[src/rtl/pll_lock_sequencer.sv]
// Power-up and recovery sequencer for the iCE40 SB_PLL40_CORE: holds the PLL in reset,
// qualifies LOCK, releases downstream reset, retries on lock failure and falls back to bypass.
module pll_lock_sequencer #(
  parameter int RESET_CYCLES = 16,
  parameter int LOCK_TIMEOUT = 4096,
  parameter int LOCK_STABLE  = 64,
  parameter int MAX_RETRIES  = 3
) (
  input  logic       clk,
  input  logic       rst_n,
  input  logic       pll_lock,
  input  logic       relock_req,
  output logic       pll_resetb,
  output logic       pll_bypass,
  output logic       sys_rst_n,
  output logic       locked,
  output logic       fail,
  output logic [2:0] retry_count
);

  localparam int MAX_RT  = (RESET_CYCLES > LOCK_TIMEOUT) ? RESET_CYCLES : LOCK_TIMEOUT;
  localparam int MAX_ALL = (MAX_RT > LOCK_STABLE) ? MAX_RT : LOCK_STABLE;
  localparam int CNT_W   = $clog2(MAX_ALL);

  localparam logic [CNT_W-1:0] HOLD_LAST   = CNT_W'(RESET_CYCLES - 1);
  localparam logic [CNT_W-1:0] WAIT_LAST   = CNT_W'(LOCK_TIMEOUT - 1);
  localparam logic [CNT_W-1:0] STABLE_LAST = CNT_W'(LOCK_STABLE - 1);
  localparam logic [2:0]       RETRY_LIMIT = 3'(MAX_RETRIES);

  typedef enum logic [2:0] {
    HOLD,
    WAIT_LOCK,
    STABLE,
    RUN,
    BYPASS
  } state_t;

  typedef struct packed {
    logic pll_resetb;
    logic pll_bypass;
    logic sys_rst_n;
    logic locked;
    logic fail;
  } outs_t;

  state_t           state, state_d;
  logic [CNT_W-1:0] cnt, cnt_d;
  logic [2:0]       retry_d;
  logic [1:0]       sync;
  logic             lock_s;
  outs_t            outs_d;

  assign lock_s = sync[1];

  // State register; outputs are registered from the next-state decode so they move with the state.
  always_ff @(posedge clk) begin
    // NOTE: non-blocking assignments make every flop sample pre-edge values, so order here is irrelevant.
    if (!rst_n) begin
      sync        <= '0;
      state       <= HOLD;
      cnt         <= '0;
      retry_count <= '0;
      pll_resetb  <= 1'b0;
      pll_bypass  <= 1'b0;
      sys_rst_n   <= 1'b0;
      locked      <= 1'b0;
      fail        <= 1'b0;
    end else begin
      sync        <= {sync[0], pll_lock};
      state       <= state_d;
      cnt         <= cnt_d;
      retry_count <= retry_d;
      pll_resetb  <= outs_d.pll_resetb;
      pll_bypass  <= outs_d.pll_bypass;
      sys_rst_n   <= outs_d.sys_rst_n;
      locked      <= outs_d.locked;
      fail        <= outs_d.fail;
    end
  end

  // Next state: relock beats every other event; a seen lock beats a coincident timeout.
  always_comb begin
    // NOTE: defaults first so every path assigns each variable and no latch is inferred.
    state_d = state;
    retry_d = retry_count;
    if (relock_req && state != HOLD) begin
      state_d = HOLD;
      retry_d = '0;
    end else begin
      case (state)
        HOLD: begin
          if (cnt == HOLD_LAST) state_d = WAIT_LOCK;
        end
        WAIT_LOCK: begin
          if (lock_s) begin
            state_d = STABLE;
          end else if (cnt == WAIT_LAST) begin
            if (retry_count == RETRY_LIMIT) begin
              state_d = BYPASS;
            end else begin
              state_d = HOLD;
              retry_d = retry_count + 3'd1;
            end
          end
        end
        STABLE: begin
          if (!lock_s) begin
            state_d = WAIT_LOCK;
          end else if (cnt == STABLE_LAST) begin
            state_d = RUN;
            retry_d = '0;
          end
        end
        RUN: begin
          if (!lock_s) state_d = HOLD;
        end
        BYPASS: begin
          state_d = BYPASS;
        end
        default: begin
          state_d = HOLD;
        end
      endcase
    end

    // RUN and BYPASS never time anything, so their counter parks at zero.
    if (state_d != state || state == RUN || state == BYPASS) begin
      cnt_d = '0;
    end else begin
      cnt_d = cnt + 1'b1;
    end
  end

  // Output decode of the next state.
  always_comb begin
    outs_d = '0;
    case (state_d)
      HOLD:      outs_d = '{pll_resetb: 1'b0, pll_bypass: 1'b0, sys_rst_n: 1'b0, locked: 1'b0, fail: 1'b0};
      WAIT_LOCK: outs_d = '{pll_resetb: 1'b1, pll_bypass: 1'b0, sys_rst_n: 1'b0, locked: 1'b0, fail: 1'b0};
      STABLE:    outs_d = '{pll_resetb: 1'b1, pll_bypass: 1'b0, sys_rst_n: 1'b0, locked: 1'b0, fail: 1'b0};
      RUN:       outs_d = '{pll_resetb: 1'b1, pll_bypass: 1'b0, sys_rst_n: 1'b1, locked: 1'b1, fail: 1'b0};
      BYPASS:    outs_d = '{pll_resetb: 1'b0, pll_bypass: 1'b1, sys_rst_n: 1'b1, locked: 1'b0, fail: 1'b1};
      default:   outs_d = '0;
    endcase
  end

endmodule
[config.mk]
export PLATFORM = sky130hd
export DESIGN_NAME = pll_lock_sequencer
export DESIGN_NICKNAME = d
export VERILOG_FILES = /design/src/rtl/pll_lock_sequencer.sv
export SDC_FILE = /design/constraint.sdc
export NUM_CORES = 1
export LEC_CHECK = 0
export ABC_AREA = 1
export CAP_MARGIN = 20
export CORE_AREA = 10 10 81 83
export DETAILED_ROUTE_END_ITERATION = 8
export DIE_AREA = 0 0 91 93
export SKIP_CTS_REPAIR_TIMING = 1
export SYNTH_ARGS = -nofsm -noshare
export SYNTH_HDL_FRONTEND = slang
export SYNTH_SLANG_ARGS = --single-unit
[constraint.sdc]
create_clock -name clk -period 1.6 [get_ports clk]
set_input_delay 0.4 -clock clk [delete_from_list [all_inputs] [get_ports clk]]
set_output_delay 0.4 -clock clk [all_outputs]
set_load 0.01 [all_outputs]
==> out/metrics.csv, run 1 <==
metric,value,unit
worst stage delay on the critical path,360,ps
CTS tree,built,
M1 GR Usage,7.222,%
Post-layout nets,186,
total I/O pin count,12,
number of global-route vias before repair,881,
Num Clock Sinks,24,
Pre-Repair DR Iteration Count,4,
largest net degree at the start of global routing,13,
clock transition at the registers of the reported paths,80,ps
Post-Syn Area,1196,sq um
Clock Skew,3.191,ps
setup violators final,0,
Slew headroom,83.92,%
Max Cap Viol,0,
layout cells sized above 1,35.03,%
Area Growth Syn to Fin,39.75,%
initial antenna violation count,0,
met3 GRT Util,1.679,%
most frequent cells in the layout,"inv_1, nand2_1, dfxtp_1",
CP Data Required Time,1760,ps
Die W,91,um
CP max FO,6,
Skew-Pair Late Insertion Delay,270,ps
CP max stage cell,dfxtp_2,
gpl congestion,0.8200,
Cells after Synth,150,
Yosys reg bits,24,
CTS Root Buffer Type,clkbuf_8,
post-route ant nets,0,
Die ar.,8463,sq um
WS Path Type,reg2reg,
GRT overflow,0,
Crit. End Element,flop,
outcome,completed,
main flop type after synthesis,dfxtp_1,
sequential element share of the synthesized area,40.17,%
M2 GR Usage,8.055,%
number of synthesized flops with an enable pin,0,
total negative slack,0,ps
Routed WL,2.394,mm
Crit path buffers/inverters,2,
RSZ-0062 raised after global routing,true,
H-tree levels,1,
post-DR vias/cell,3.951,
placement row count,26,
Clock Path Buffers,2,
Final Hold Vio Count,0,
Finished Layout Cells,247,
dpl hpwl,1.768,mm
"Power, Total",1045,uW
drt drc,0,
Worst EP arrival,1740,ps
total CTS buffers,3,
global-route wire length before repair,3.926,mm
"Period Utilization, post-route",98.44,%
"most common cell after layout, fill and taps aside",inv_1,
diode count,0,
Worst Setup Start Kind,flop,
DRT iter0 DRCs,42,
Cells after DPL,240,
VDD IR max,0.3275,mV
Pwr per Cell Area,625.1,nW/um^2
Die Span Y,93,um
max frequency,634.9,MHz
syn nets,157,
worst-margin pin slew,239.3,ps
final count of pins violating max slew,0,
Cell variety after synth,29,
Top Family by Delay on Critical Path,simple AND/OR/NAND/NOR gates,
core area,5010,sq um
via count,976,
hold crit path type,in2reg,
crit path time final,1575,ps
Leakage,0.0007345,uW
gr busiest metal,met2,
Async SR Flop Fraction,0,%
global-route usage over all layers,5.481,%
initial core utilization,23.88,%
Post-Syn Area per Cell,7.974,sq um
IO Port Bufs,11,
synth warn,0,
"Core Util, Final",33.37,%
DR WL/cell,9.692,um
CP cell instances,ha_4 > nand3_4 > nor2_4 > nand3_2 > nand2_2 > inv_1 > nand2_1 > nand3_2 > nand3_4 > clkbuf_16 > nor2_2,
synthesized netlist by cell type (2+ instances only):
cell type,n,share of area [%]
o21ai_0,3,1.3
inv_1,21,6.6
clkinv_1,3,0.94
a21oi_1,3,1.3
nand2_1,19,6.0
nand3_1,8,3.3
xnor2_1,4,2.9
ha_1,3,3.1
xor2_1,7,5.1
nand2_2,5,2.6
nor2_2,13,6.8
nand3_2,2,1.7
nor2_1,19,6.0
nand4_1,2,1.0
dfxtp_1,24,40
sequential cells by signal, indices dropped and copies added, names as in the netlist:
name	count
state	3
sys_rst_n	1
pll_bypass	1
retry_count	3
cnt	12
sync	2
pll_resetb	1
locked	1
area by class of cell:
type	instances	area, sq um
timing repair buffer	26	262.8
fill	539	3338
tap	70	87.58
clock buffer	3	41.29
inverter	25	96.34
sequential	24	491.7
multi-input combinational	99	691.9
tightest hold or removal path: stages:
cell and delay (ps):
dlymetal6s2s_1 120, nand2_1 60, inv_1 40
logic make-up (layout without fill, tap and decap cells):
kind of cell             count (synthesis)  in the layout  share of synthesized area, %
AO/OA/AOI/OAI                           10             10                         5.753
adder cells (fa/ha/maj)                  3              3                         3.138
flip-flops                              24             24                         40.17
AND/OR/NAND/NOR                         75             75                         33.47
XOR/XNOR                                11             11                         8.054
buffers and inverters                   27             54                         9.414
stage by stage:
step	cell area, sq um	hold slack, ps	setup slack [ps]
3_3_place_gp	1470	394.5	-199.2
2_1_floorplan	1196	390.0	22.43
6_report	1672	378.8	24.92
4_1_cts	1511	419.8	-68.94
5_1_grt	1672	411.3	-77.10
3_5_place_dp	1470	400.2	-245.5
final timing paths:
kind,from,end,slack (ps),cells past startpoint
setup reg to reg,cnt[1],cnt[9],20,11
hold / removal,rst_n,sync[1],380,3
hold reg to reg,sync[0],sync[1],420,2
setup / recovery,cnt[1],cnt[9],20,11
metal layers:
metal | vias up | routed length, um
met5 | - | 0
met4 | 0 | 42
met3 | 5 | 64
met2 | 11 | 1084
met1 | 443 | 1202
li1 | 517 | -
report_power, final:
part	total [uW]	switching (uW)	internal (uW)
logic	75.2	35.4	39.7
clock network	355	187	169
registers	614	9.23	605
total	1040	231	813
Note: power is estimated with default switching activity, not from simulation.
==> run 2, diff against run 1 <==
Settings changed: GPL_TIMING_DRIVEN set to 0.
==> out/metrics.csv, run 2 (synthesis results as in run 1) <==
metric,value,unit,change
outcome,finished with violations,,was completed
failing checks,negative setup slack,,
Finished Cell Area,1652,sq um,was 1672 sq um
Largest regs,"cnt x12, retry_count x3, state x3",,unchanged
number of flip-flops in the largest register,12,,unchanged
WS Path Type,reg2reg,,unchanged
Crit. End Element,flop,,unchanged
Pre-Repair DR Iteration Count,4,,unchanged
DRT iter0 DRCs,50,,was 42
Worst Setup Start Kind,flop,,unchanged
drt drc,0,,unchanged
Finished Layout Cells,245,,was 247
Biggest register,cnt,,unchanged
crit path time final,1611,ps,was 1575 ps
Worst Setup EP,cnt[8],,was cnt[9]
"Period Utilization, post-route",100.7,%,was 98.44%
"Power, Total",1081,uW,was 1045 uW
RR Endpoint,cnt[8],,was cnt[9]
total I/O pin count,12,,unchanged
diode count,0,,unchanged
Area Growth Syn to Fin,38.08,%,was 39.75%
RSZ-0062 raised after global routing,true,,unchanged
FF-to-FF Start,cnt[0],,was cnt[1]
initial antenna violation count,0,,unchanged
CTS Root Buffer Type,clkbuf_8,,unchanged
layout cells sized above 1,34.29,%,was 35.03%
Die W,91,um,unchanged
total CTS buffers,3,,unchanged
Clock Path Buffers,2,,unchanged
core area,5010,sq um,unchanged
setup violators final,5,,was 0
clock transition at the registers of the reported paths,80,ps,about the same
DR WL/cell,9.490,um,was 9.692 um
VDD IR max,0.3419,mV,was 0.3275 mV
Final Hold Vio Count,0,,unchanged
placement row count,26,,unchanged
hold crit path type,in2reg,,unchanged
worst-margin pin slew,238.5,ps,was 239.3 ps
Leakage,0.0007422,uW,was 0.0007345 uW
Worst EP arrival,1770,ps,was 1740 ps
Post-DP Area,1394,sq um,was 1470 sq um
Clock Skew,6.531,ps,was 3.191 ps
global-route usage over all layers,5.418,%,was 5.481%
Slew headroom,83.98,%,was 83.92%
Post-layout nets,183,,was 186
Routed WL,2.325,mm,was 2.394 mm
Reg2Reg Setup Slack,-10,ps,was 20 ps
Die Span Y,93,um,unchanged
CP max FO,5,,was 6
initial core utilization,23.88,%,unchanged
number of global-route vias before repair,903,,was 881
hold_ws,401.8,ps,was 378.8 ps
dpl hpwl,1.679,mm,was 1.768 mm
post-route ant nets,0,,unchanged
CP Data Required Time,1760,ps,about the same
IO Port Bufs,11,,unchanged
GRT overflow,0,,unchanged
Pwr per Cell Area,654.4,nW/um^2,was 625.1 nW/um^2
H-tree levels,1,,unchanged
max frequency,620.9,MHz,was 634.9 MHz
final setup margin,-10.51,ps,was 24.92 ps
Reg2Reg Depth,11,,unchanged
largest net degree at the start of global routing,14,,was 13
global-route wire length before repair,3.857,mm,was 3.926 mm
critical path startpoint,cnt[0],,was cnt[1]
Skew-Pair Late Insertion Delay,260,ps,was 270 ps
CTS tree,built,,unchanged
"most common cell after layout, fill and taps aside",inv_1,,unchanged
most frequent cells in the layout,"inv_1, nand2_1, nor2_2, nor2_1, dfxtp_1",,"was inv_1, nand2_1, dfxtp_1"
Num Clock Sinks,24,,unchanged
Max Cap Viol,0,,unchanged
Cells after DPL,231,,was 240
Die ar.,8463,sq um,unchanged
via count,980,,was 976
gpl congestion,0.8260,,was 0.8200
final count of pins violating max slew,0,,unchanged
post-DR vias/cell,4.000,,was 3.951
-- run 2: per-stage QoR --
step | setup WS (ps) | utilization [%] | TNS, ps
2_1_floorplan | 22.43 | - | 0
3_3_place_gp | -269.5 | 27.82 | -3004
3_5_place_dp | -273.1 | 27.82 | -3123
4_1_cts | -197.8 | 28.92 | -2035
5_1_grt | -90.51 | 32.97 | -873.3
6_report | -10.51 | 32.97 | -41.68
-- run 2: worst max-delay path: stages, from the launching register on --
cell and delay [ps]:
dfxtp_4 370, ha_4 140, nand3_4 110, inv_4 90, nand3_4 70, nand2_2 70
nand2_2 70, o21ai_4 200, nand2_2 90, nand3_4 120, clkbuf_16 160, nor2_2 30
-- run 2: cell type report --
class,instances,area (sq um)
fillers,549,3358
multi-input cells,99,669.4
flip-flops and latches,24,496.7
repair buffers,21,219.0
inverters,25,96.34
well taps,70,87.58
clock buffers,4,55.05
plain buffers,2,27.53
-- run 2: how the worst min path moves through the flow --
stage / start / to / slack, ps / depth (start not counted)
3_5_place_dp: sync[0] / sync[1] / 400 / 2
6_report: rst_n / sync[0] / 400 / 3
2_1_floorplan: sync[0] / sync[1] / 390 / 2
3_3_place_gp: sync[0] / sync[1] / 400 / 2
5_1_grt: rst_n / sync[1] / 420 / 3
4_1_cts: sync[0] / sync[1] / 420 / 2
-- run 2: report_power, final --
group / internal, uW / switching (uW)
logic: 35.1 / 29.5
clock network: 219 / 182
registers: 604 / 9.69
-- run 2: per-layer routing --
| metal | global-route usage, % | up-vias | part of all wire, % |
|---|---|---|---|
| met5 | 0 | - | 0 |
| met4 | 1.958 | 0 | 1.2 |
| met3 | 2.398 | 5 | 4.0 |
| met2 | 8.652 | 15 | 47 |
| met1 | 6.308 | 445 | 48 |
| li1 | - | 515 | - |
